==> config.mk <==
export PLATFORM = sky130hd
export DESIGN_NAME = aer_encoder_sliced_stream
export DESIGN_NICKNAME = d
export VERILOG_FILES = /design/src/rtl/aer_encoder_sliced_stream.sv
export SDC_FILE = /design/constraint.sdc
export NUM_CORES = 2
export LEC_CHECK = 0
export CORE_AREA = 2 2 287 289
export DETAILED_ROUTE_END_ITERATION = 10
export DIE_AREA = 0 0 289 291
export PLACE_DENSITY = 0.57
export SKIP_CTS_REPAIR_TIMING = 1
export SLEW_MARGIN = 20
export SYNTH_ARGS = -nofsm -noshare
export SYNTH_HDL_FRONTEND = slang
export SYNTH_SLANG_ARGS = --single-unit
export TNS_END_PERCENT = 10
==> constraint.sdc <==
create_clock -name clk -period 15.85 [get_ports clk]
set_clock_uncertainty 0.05 [all_clocks]
set_input_delay 2.3775 -clock clk [delete_from_list [all_inputs] [get_ports clk]]
set_output_delay 2.3775 -clock clk [all_outputs]
set_load 0.01 [all_outputs]
==> src/rtl/aer_encoder_sliced_stream.sv <==
// Sliced AER encoder: one priority-encoding lane per slice, class-rotated lane placement,
// per-lane valid/ready or a merged round-robin serial stream, with run/done control and event count.
module aer_encoder_sliced_stream #(
   parameter int unsigned NUM_SLICE   = 10,
   parameter int unsigned SLICE_DEPTH = 20,
   parameter int unsigned AER_W       = 8,
   parameter int unsigned CLASS_W     = 4,
   parameter int unsigned CNT_W       = $clog2(NUM_SLICE*SLICE_DEPTH+1)
) (
   input  logic                           clk,
   input  logic                           reset,
   input  logic                           start_i,
   input  logic                           mode_i,
   input  logic [CLASS_W-1:0]             error_class_i,
   input  logic [NUM_SLICE*SLICE_DEPTH-1:0] hot_vector_i,
   input  logic [NUM_SLICE-1:0]           lane_en_i,
   input  logic [NUM_SLICE-1:0]           lane_ready_i,
   output logic [NUM_SLICE-1:0]           lane_valid_o,
   output logic [NUM_SLICE*AER_W-1:0]     lane_aer_o,
   input  logic                           ser_ready_i,
   output logic                           ser_valid_o,
   output logic [AER_W-1:0]               ser_aer_o,
   output logic                           busy_o,
   output logic                           done_o,
   output logic [CNT_W-1:0]               event_cnt_o
);

   localparam int unsigned NUM_BITS = NUM_SLICE * SLICE_DEPTH;
   localparam int unsigned LANE_W   = (NUM_SLICE > 1) ? $clog2(NUM_SLICE) : 1;
   localparam int unsigned POS_W    = (SLICE_DEPTH > 1) ? $clog2(SLICE_DEPTH) : 1;

   if (AER_W < $clog2(NUM_BITS)) begin : g_aer_w_check
      $error("AER_W too narrow for NUM_SLICE*SLICE_DEPTH addresses");
   end

   typedef enum logic {S_IDLE, S_RUN} state_t;

   state_t                 r_state, w_state_nxt;
   logic                   w_done_nxt;
   logic                   r_done;
   logic                   r_mode;
   logic [LANE_W-1:0]      r_rot;
   logic [LANE_W-1:0]      r_ptr;
   logic [CNT_W-1:0]       r_cnt;
   logic [SLICE_DEPTH-1:0] r_pend     [NUM_SLICE];
   logic [NUM_SLICE-1:0]   r_head_vld;
   logic [POS_W-1:0]       r_head_pos [NUM_SLICE];

   logic [SLICE_DEPTH-1:0] w_slice_in   [NUM_SLICE];
   logic [AER_W-1:0]       w_head_aer   [NUM_SLICE];
   logic [LANE_W-1:0]      w_lane2slice [NUM_SLICE];
   logic [LANE_W-1:0]      w_slice2lane [NUM_SLICE];
   logic [NUM_SLICE-1:0]   w_elig;
   logic [LANE_W-1:0]      w_grant;
   logic [LANE_W-1:0]      w_ptr_nxt;
   logic [NUM_SLICE-1:0]   w_lane_acc;
   logic [NUM_SLICE-1:0]   w_pop;
   logic [CNT_W-1:0]       w_n_acc;
   logic [CNT_W:0]         w_cnt_sum;

   // Position of the lowest set bit (0 when empty).
   function automatic logic [POS_W-1:0] f_low(input logic [SLICE_DEPTH-1:0] v);
      logic [POS_W-1:0] pos;
      pos = '0;
      for (int i = SLICE_DEPTH - 1; i >= 0; i--) begin
         if (v[i]) pos = POS_W'(i);
      end
      return pos;
   endfunction

   // Bit b belongs to slice b % NUM_SLICE at position b / NUM_SLICE.
   always_comb begin
      w_slice_in = '{default: '0};
      for (int q = 0; q < NUM_SLICE; q++) begin
         for (int p = 0; p < SLICE_DEPTH; p++) begin
            w_slice_in[q][p] = hot_vector_i[p*NUM_SLICE + q];
         end
      end
   end

   // Slice q sits on lane (q + rot) mod NUM_SLICE.
   always_comb begin
      int unsigned v_s, v_l;
      v_s = 0;
      v_l = 0;
      for (int i = 0; i < NUM_SLICE; i++) begin
         v_s = 32'(i) + NUM_SLICE - 32'(r_rot);
         if (v_s >= NUM_SLICE) v_s = v_s - NUM_SLICE;
         v_l = 32'(i) + 32'(r_rot);
         if (v_l >= NUM_SLICE) v_l = v_l - NUM_SLICE;
         w_lane2slice[i] = LANE_W'(v_s);
         w_slice2lane[i] = LANE_W'(v_l);
         w_head_aer[i]   = AER_W'(32'(r_head_pos[i]) * NUM_SLICE + 32'(i));
      end
   end

   // Lane outputs in parallel mode, eligibility mask in serial mode.
   always_comb begin
      lane_valid_o = '0;
      lane_aer_o   = '0;
      w_elig       = '0;
      for (int k = 0; k < NUM_SLICE; k++) begin
         if (r_head_vld[w_lane2slice[k]] && lane_en_i[k]) begin
            if (!r_mode) begin
               lane_valid_o[k]              = 1'b1;
               lane_aer_o[k*AER_W +: AER_W] = w_head_aer[w_lane2slice[k]];
            end else begin
               w_elig[k] = 1'b1;
            end
         end
      end
   end

   // Round-robin: first eligible lane at or after the pointer.
   always_comb begin
      int unsigned v_idx;
      v_idx   = 0;
      w_grant = r_ptr;
      for (int i = NUM_SLICE - 1; i >= 0; i--) begin
         v_idx = 32'(r_ptr) + 32'(i);
         if (v_idx >= NUM_SLICE) v_idx = v_idx - NUM_SLICE;
         if (w_elig[LANE_W'(v_idx)]) w_grant = LANE_W'(v_idx);
      end
      v_idx = 32'(w_grant) + 1;
      if (v_idx >= NUM_SLICE) v_idx = 0;
      w_ptr_nxt   = LANE_W'(v_idx);
      ser_valid_o = |w_elig;
      ser_aer_o   = ser_valid_o ? w_head_aer[w_lane2slice[w_grant]] : '0;
   end

   always_comb begin
      w_lane_acc = '0;
      w_pop      = '0;
      w_n_acc    = '0;
      for (int k = 0; k < NUM_SLICE; k++) begin
         w_lane_acc[k] = (lane_valid_o[k] & lane_ready_i[k]) |
                         (ser_valid_o & ser_ready_i & (w_grant == LANE_W'(k)));
         w_n_acc       = w_n_acc + CNT_W'(w_lane_acc[k]);
      end
      for (int q = 0; q < NUM_SLICE; q++) begin
         w_pop[q] = w_lane_acc[w_slice2lane[q]];
      end
      w_cnt_sum = {1'b0, r_cnt} + {1'b0, w_n_acc};
   end

   always_comb begin
      w_state_nxt = r_state;
      w_done_nxt  = 1'b0;
      case (r_state)
         S_IDLE: if (start_i) w_state_nxt = S_RUN;
         S_RUN: begin
            if (start_i) begin
               w_state_nxt = S_RUN;
            end else if (r_head_vld == '0) begin
               w_state_nxt = S_IDLE;
               w_done_nxt  = 1'b1;
            end
         end
         default: w_state_nxt = S_IDLE;
      endcase
   end

   always_ff @(posedge clk or posedge reset) begin
      if (reset) begin
         r_state <= S_IDLE;
         r_done  <= 1'b0;
      end else begin
         r_state <= w_state_nxt;
         r_done  <= w_done_nxt;
      end
   end

   // Head holds the lowest pending bit; r_pend keeps only the bits behind it.
   always_ff @(posedge clk or posedge reset) begin
      if (reset) begin
         r_mode     <= 1'b0;
         r_rot      <= '0;
         r_ptr      <= '0;
         r_cnt      <= '0;
         r_head_vld <= '0;
         for (int q = 0; q < NUM_SLICE; q++) begin
            r_pend[q]     <= '0;
            r_head_pos[q] <= '0;
         end
      end else if (start_i) begin
         r_mode <= mode_i;
         r_rot  <= (32'(error_class_i) < NUM_SLICE) ? LANE_W'(error_class_i) : '0;
         r_ptr  <= '0;
         r_cnt  <= '0;
         for (int q = 0; q < NUM_SLICE; q++) begin
            r_head_vld[q] <= |w_slice_in[q];
            r_head_pos[q] <= f_low(w_slice_in[q]);
            r_pend[q]     <= w_slice_in[q] & (w_slice_in[q] - SLICE_DEPTH'(1));
         end
      end else begin
         if (ser_valid_o && ser_ready_i) r_ptr <= w_ptr_nxt;
         r_cnt <= w_cnt_sum[CNT_W] ? '1 : w_cnt_sum[CNT_W-1:0];
         for (int q = 0; q < NUM_SLICE; q++) begin
            if (w_pop[q]) begin
               r_head_vld[q] <= |r_pend[q];
               r_head_pos[q] <= f_low(r_pend[q]);
               r_pend[q]     <= r_pend[q] & (r_pend[q] - SLICE_DEPTH'(1));
            end
         end
      end
   end

   assign busy_o      = (r_state == S_RUN);
   assign done_o      = r_done;
   assign event_cnt_o = r_cnt;

endmodule

==> summary.md <==
| Metric | Value |
|---|---|
| Worst setup endpoint | ser_aer_o[0] |
| Reg-to-reg slack, setup | 4.28 ns |
| Row count | 105 |
| RSZ-0062 raised after global routing | no |
| Worst r2r dst | event_cnt_o[1] |
| P_leak | 14.66 nW |
| Commonest non-fill, non-tap cell in the layout | nor2_1 |
| Global-route wire length before repair | 198.1 mm |
| Ys Warns | 0 |
| Synthesized flop and latch total | 269 |
| Number of global-route vias before repair | 32360 |
| Power consumption | 5.876 mW |
| Worst-skew pair later-pin latency | 0.56 ns |
| Met1 Use GR | 0.4192 |
| Worst Tran Pin Value | 1.293 ns |
| Initial DRC Count | 3563 |
| Routed Antenna Nets | 0 |
| Setup Viol. Count Final | 0 |
| Syn-to-layout area delta | 17.77% |
| Global route overflow | 0 |
| WHS | 0.4798 ns |
| Peak supply drop | 0.1685 mV |
| CTS tree | yes |
| Core Area | 0.08119 mm² |
| Max-slew headroom | 0.1292 |
| Setup Slack @ Placement | 3.747 ns |
| Post-Syn Area per Cell | 7.268 µm² |
| Largest net degree at the start of global routing | 163 |
| Layout cells sized above 1 | 0.05817 |
| DRC Markers | 0 |
| Iteration count of the initial detailed-routing pass | 8 |
| Hold Crit Class | reg -> reg |
| Drt wl/cell | 23.22 µm |
| Met3 GRT Util | 0.03589 |
| Crit path kind | reg -> out |
| Routability cong. | 1.029 |
| CP startpoint kind | register |
| FF-to-FF path depth | 33 |
| HPWL Detailed | 101.7 mm |
| Final cell count without fillers | 5628 |
| PD cells | 159.4 mW/mm² |
| Post-Syn Nets | 4686 |
| Die ar. | 0.08410 mm² |
| Min Tclk post-route | 12.95 ns |
| F_max | 0.07724 GHz |
| Post-Place Cells | 5563 |
| Placed inst area | 0.03567 mm² |
| Status | finished, final reports clean |
| Cells after Synth | 4307 |
| Final WL | 130.7 mm |
| IO Pins | 338 |
| FF-to-FF Start | r_rot[1] |
| Ys flop type | dfrtp_1 |
| Final net count | 4910 |
| Hold Path Depth | 1 |
| Worst-path maximum fanout | 51 |
| Cell area after synthesis | 0.03130 mm² |
| Initial core utilization | 0.3856 |
| Via/cell ratio | 6.192 |
| CP Data Arrival Time | 10.52 ns |
| Worst-path clk slew | 0.06 ns |
| Post-synth EDFFs | 0 |
| Initial antenna violation count | 2 |
| Most frequent cells in the layout | nor2_1 (633), nand2_1 (493), o21ai_0 (340), clkdlybuf4s50_1 (336), dfrtp_1 (268) |
| Register area share after synthesis | 0.2150 |
| Maxcap violations | 0 |
| Busiest layer in global routing | met2 |
| Vias | 34850 |
| Final core occ | 0.4541 |
| CTS Buffer Depth | 3 |
| Clk sinks | 269 |
| Endpoints failing hold | 0 |
| CP endpoint kind | primary output |
| Post-route cell area | 0.03687 mm² |
| Post-synthesis cell type count | 108 |
| Pins Over Slew Limit | 0 |
| Die Span Y | 291 µm |
| H-tree depth | 2 |
| Num CTS Buffers | 36 |
| TNS Setup | 0 ns |
| CP Launch Point | r_rot[1] |
| Clk root buf | clkbuf_16 |
| M2 GR Usage | 0.4697 |
| Final worst slack | 2.904 ns |
| Post-route clock period utilization | 0.8168 |
| IO Port Bufs | 337 |
| Die span in x | 289 µm |
| Asr flop ratio synth | 1.000 |
| Crit path required time | 13.42 ns |
| Total Routing Usage GR | 0.3009 |
[cell families after synthesis]
group / after synthesis / synth area share
compound gates: 1406 / 0.3016
xor+xnor: 105 / 0.02986
fa+ha+maj: 150 / 0.06451
buf+inv: 365 / 0.04617
flops: 269 / 0.2150
mux: 235 / 0.08609
simple gates: 1777 / 0.2568
[cell type report]
class,instances,area (µm²)
clock buffer,50,993.5
timing repair buffer,394,3831
multi-input combinational,3673,23180
clock inverter,13,177.7
antenna,2,5.005
inverter,157,599.3
tap,1070,1339
fill,8340,44330
sequential,269,6735
[state kept, by name (all words and copies together), names as in the netlist]
register and count:
busy_o 1, done_o 1, event_cnt_o 8, r_head_pos 50, r_head_vld 10, r_mode 1, r_pend 190, r_ptr 4
r_rot 4
[worst max-delay path, stage by stage, from the launching register on]
cell	delay [ns]
dfrtp_1	0.32
buf_4	0.43
inv_1	0.41
buf_4	0.33
ha_1	0.31
buf_4	0.47
nor2b_1	0.91
nand2_1	0.16
a21oi_1	0.86
nand3_1	0.40
a21o_1	0.30
o22a_1	0.24
a41oi_1	0.50
nor2_1	0.08
a22o_1	0.26
o211a_1	0.26
o31ai_4	0.76
mux2_2	0.41
a22oi_1	0.23
o211ai_2	0.51
or2_2	0.50
a21boi_2	0.37
and3_1	0.32
clkdlybuf4s50_1	0.58
[report_power, final]
group / total, mW / switching [mW] / internal, mW
sequential: 0.972 / 0.185 / 0.787
clock: 0.832 / 0.342 / 0.491
combinational: 4.07 / 2.55 / 1.53
[per-layer routing]
metal | part of all wire | wire length (µm) | vias up
met5 | 0 | 0 | -
met4 | 0.044 | 5756 | 0
met3 | 0.071 | 9323 | 262
met2 | 0.45 | 58180 | 1462
met1 | 0.44 | 57390 | 16540
li1 | - | - | 16590
[cells in the mapped netlist, types with 21 or more instances]
library cell | n | area (µm²)
nor2_1 | 633 | 2376
nand2_1 | 493 | 1851
o21ai_0 | 342 | 1712
dfrtp_1 | 269 | 6731
a21oi_1 | 268 | 1341
mux2i_1 | 164 | 1642
inv_1 | 152 | 570.6
nand3_1 | 152 | 760.7
clkbuf_1 | 148 | 555.5
nor3_1 | 136 | 680.7
ha_1 | 131 | 1639
o211ai_1 | 107 | 803.3
nor4_1 | 82 | 513.0
a31oi_1 | 80 | 500.5
a211oi_1 | 77 | 578.1
xnor2_1 | 76 | 665.6
o31ai_1 | 52 | 390.4
or3_1 | 52 | 325.3
mux2_2 | 47 | 529.3
nand2b_1 | 46 | 287.8
o311ai_0 | 45 | 394.1
buf_2 | 33 | 165.2
o21bai_1 | 33 | 247.7
o22ai_1 | 33 | 206.5
nor2b_1 | 31 | 193.9
nand4_1 | 30 | 187.7
and3_1 | 29 | 181.4
xor2_1 | 27 | 236.5
a22oi_1 | 26 | 195.2
a21o_1 | 23 | 172.7
o21ai_1 | 23 | 115.1
o41ai_1 | 23 | 201.4
buf_1 | 21 | 78.83
mux4_2 | 21 | 473.0
[worst min path at each step]
stage | start | slack (ns) | to
6_report | r_pend[139] | 0.48 | r_pend[139]
5_1_grt | r_pend[139] | 0.51 | r_pend[139]
4_1_cts | r_pend[139] | 0.47 | r_pend[139]
3_5_place_dp | r_pend[139] | 0.46 | r_pend[139]
3_3_place_gp | busy_o | 0.45 | done_o
2_1_floorplan | r_head_pos[22] | 0.43 | r_head_pos[22]
(Power assumes the default switching activity.)
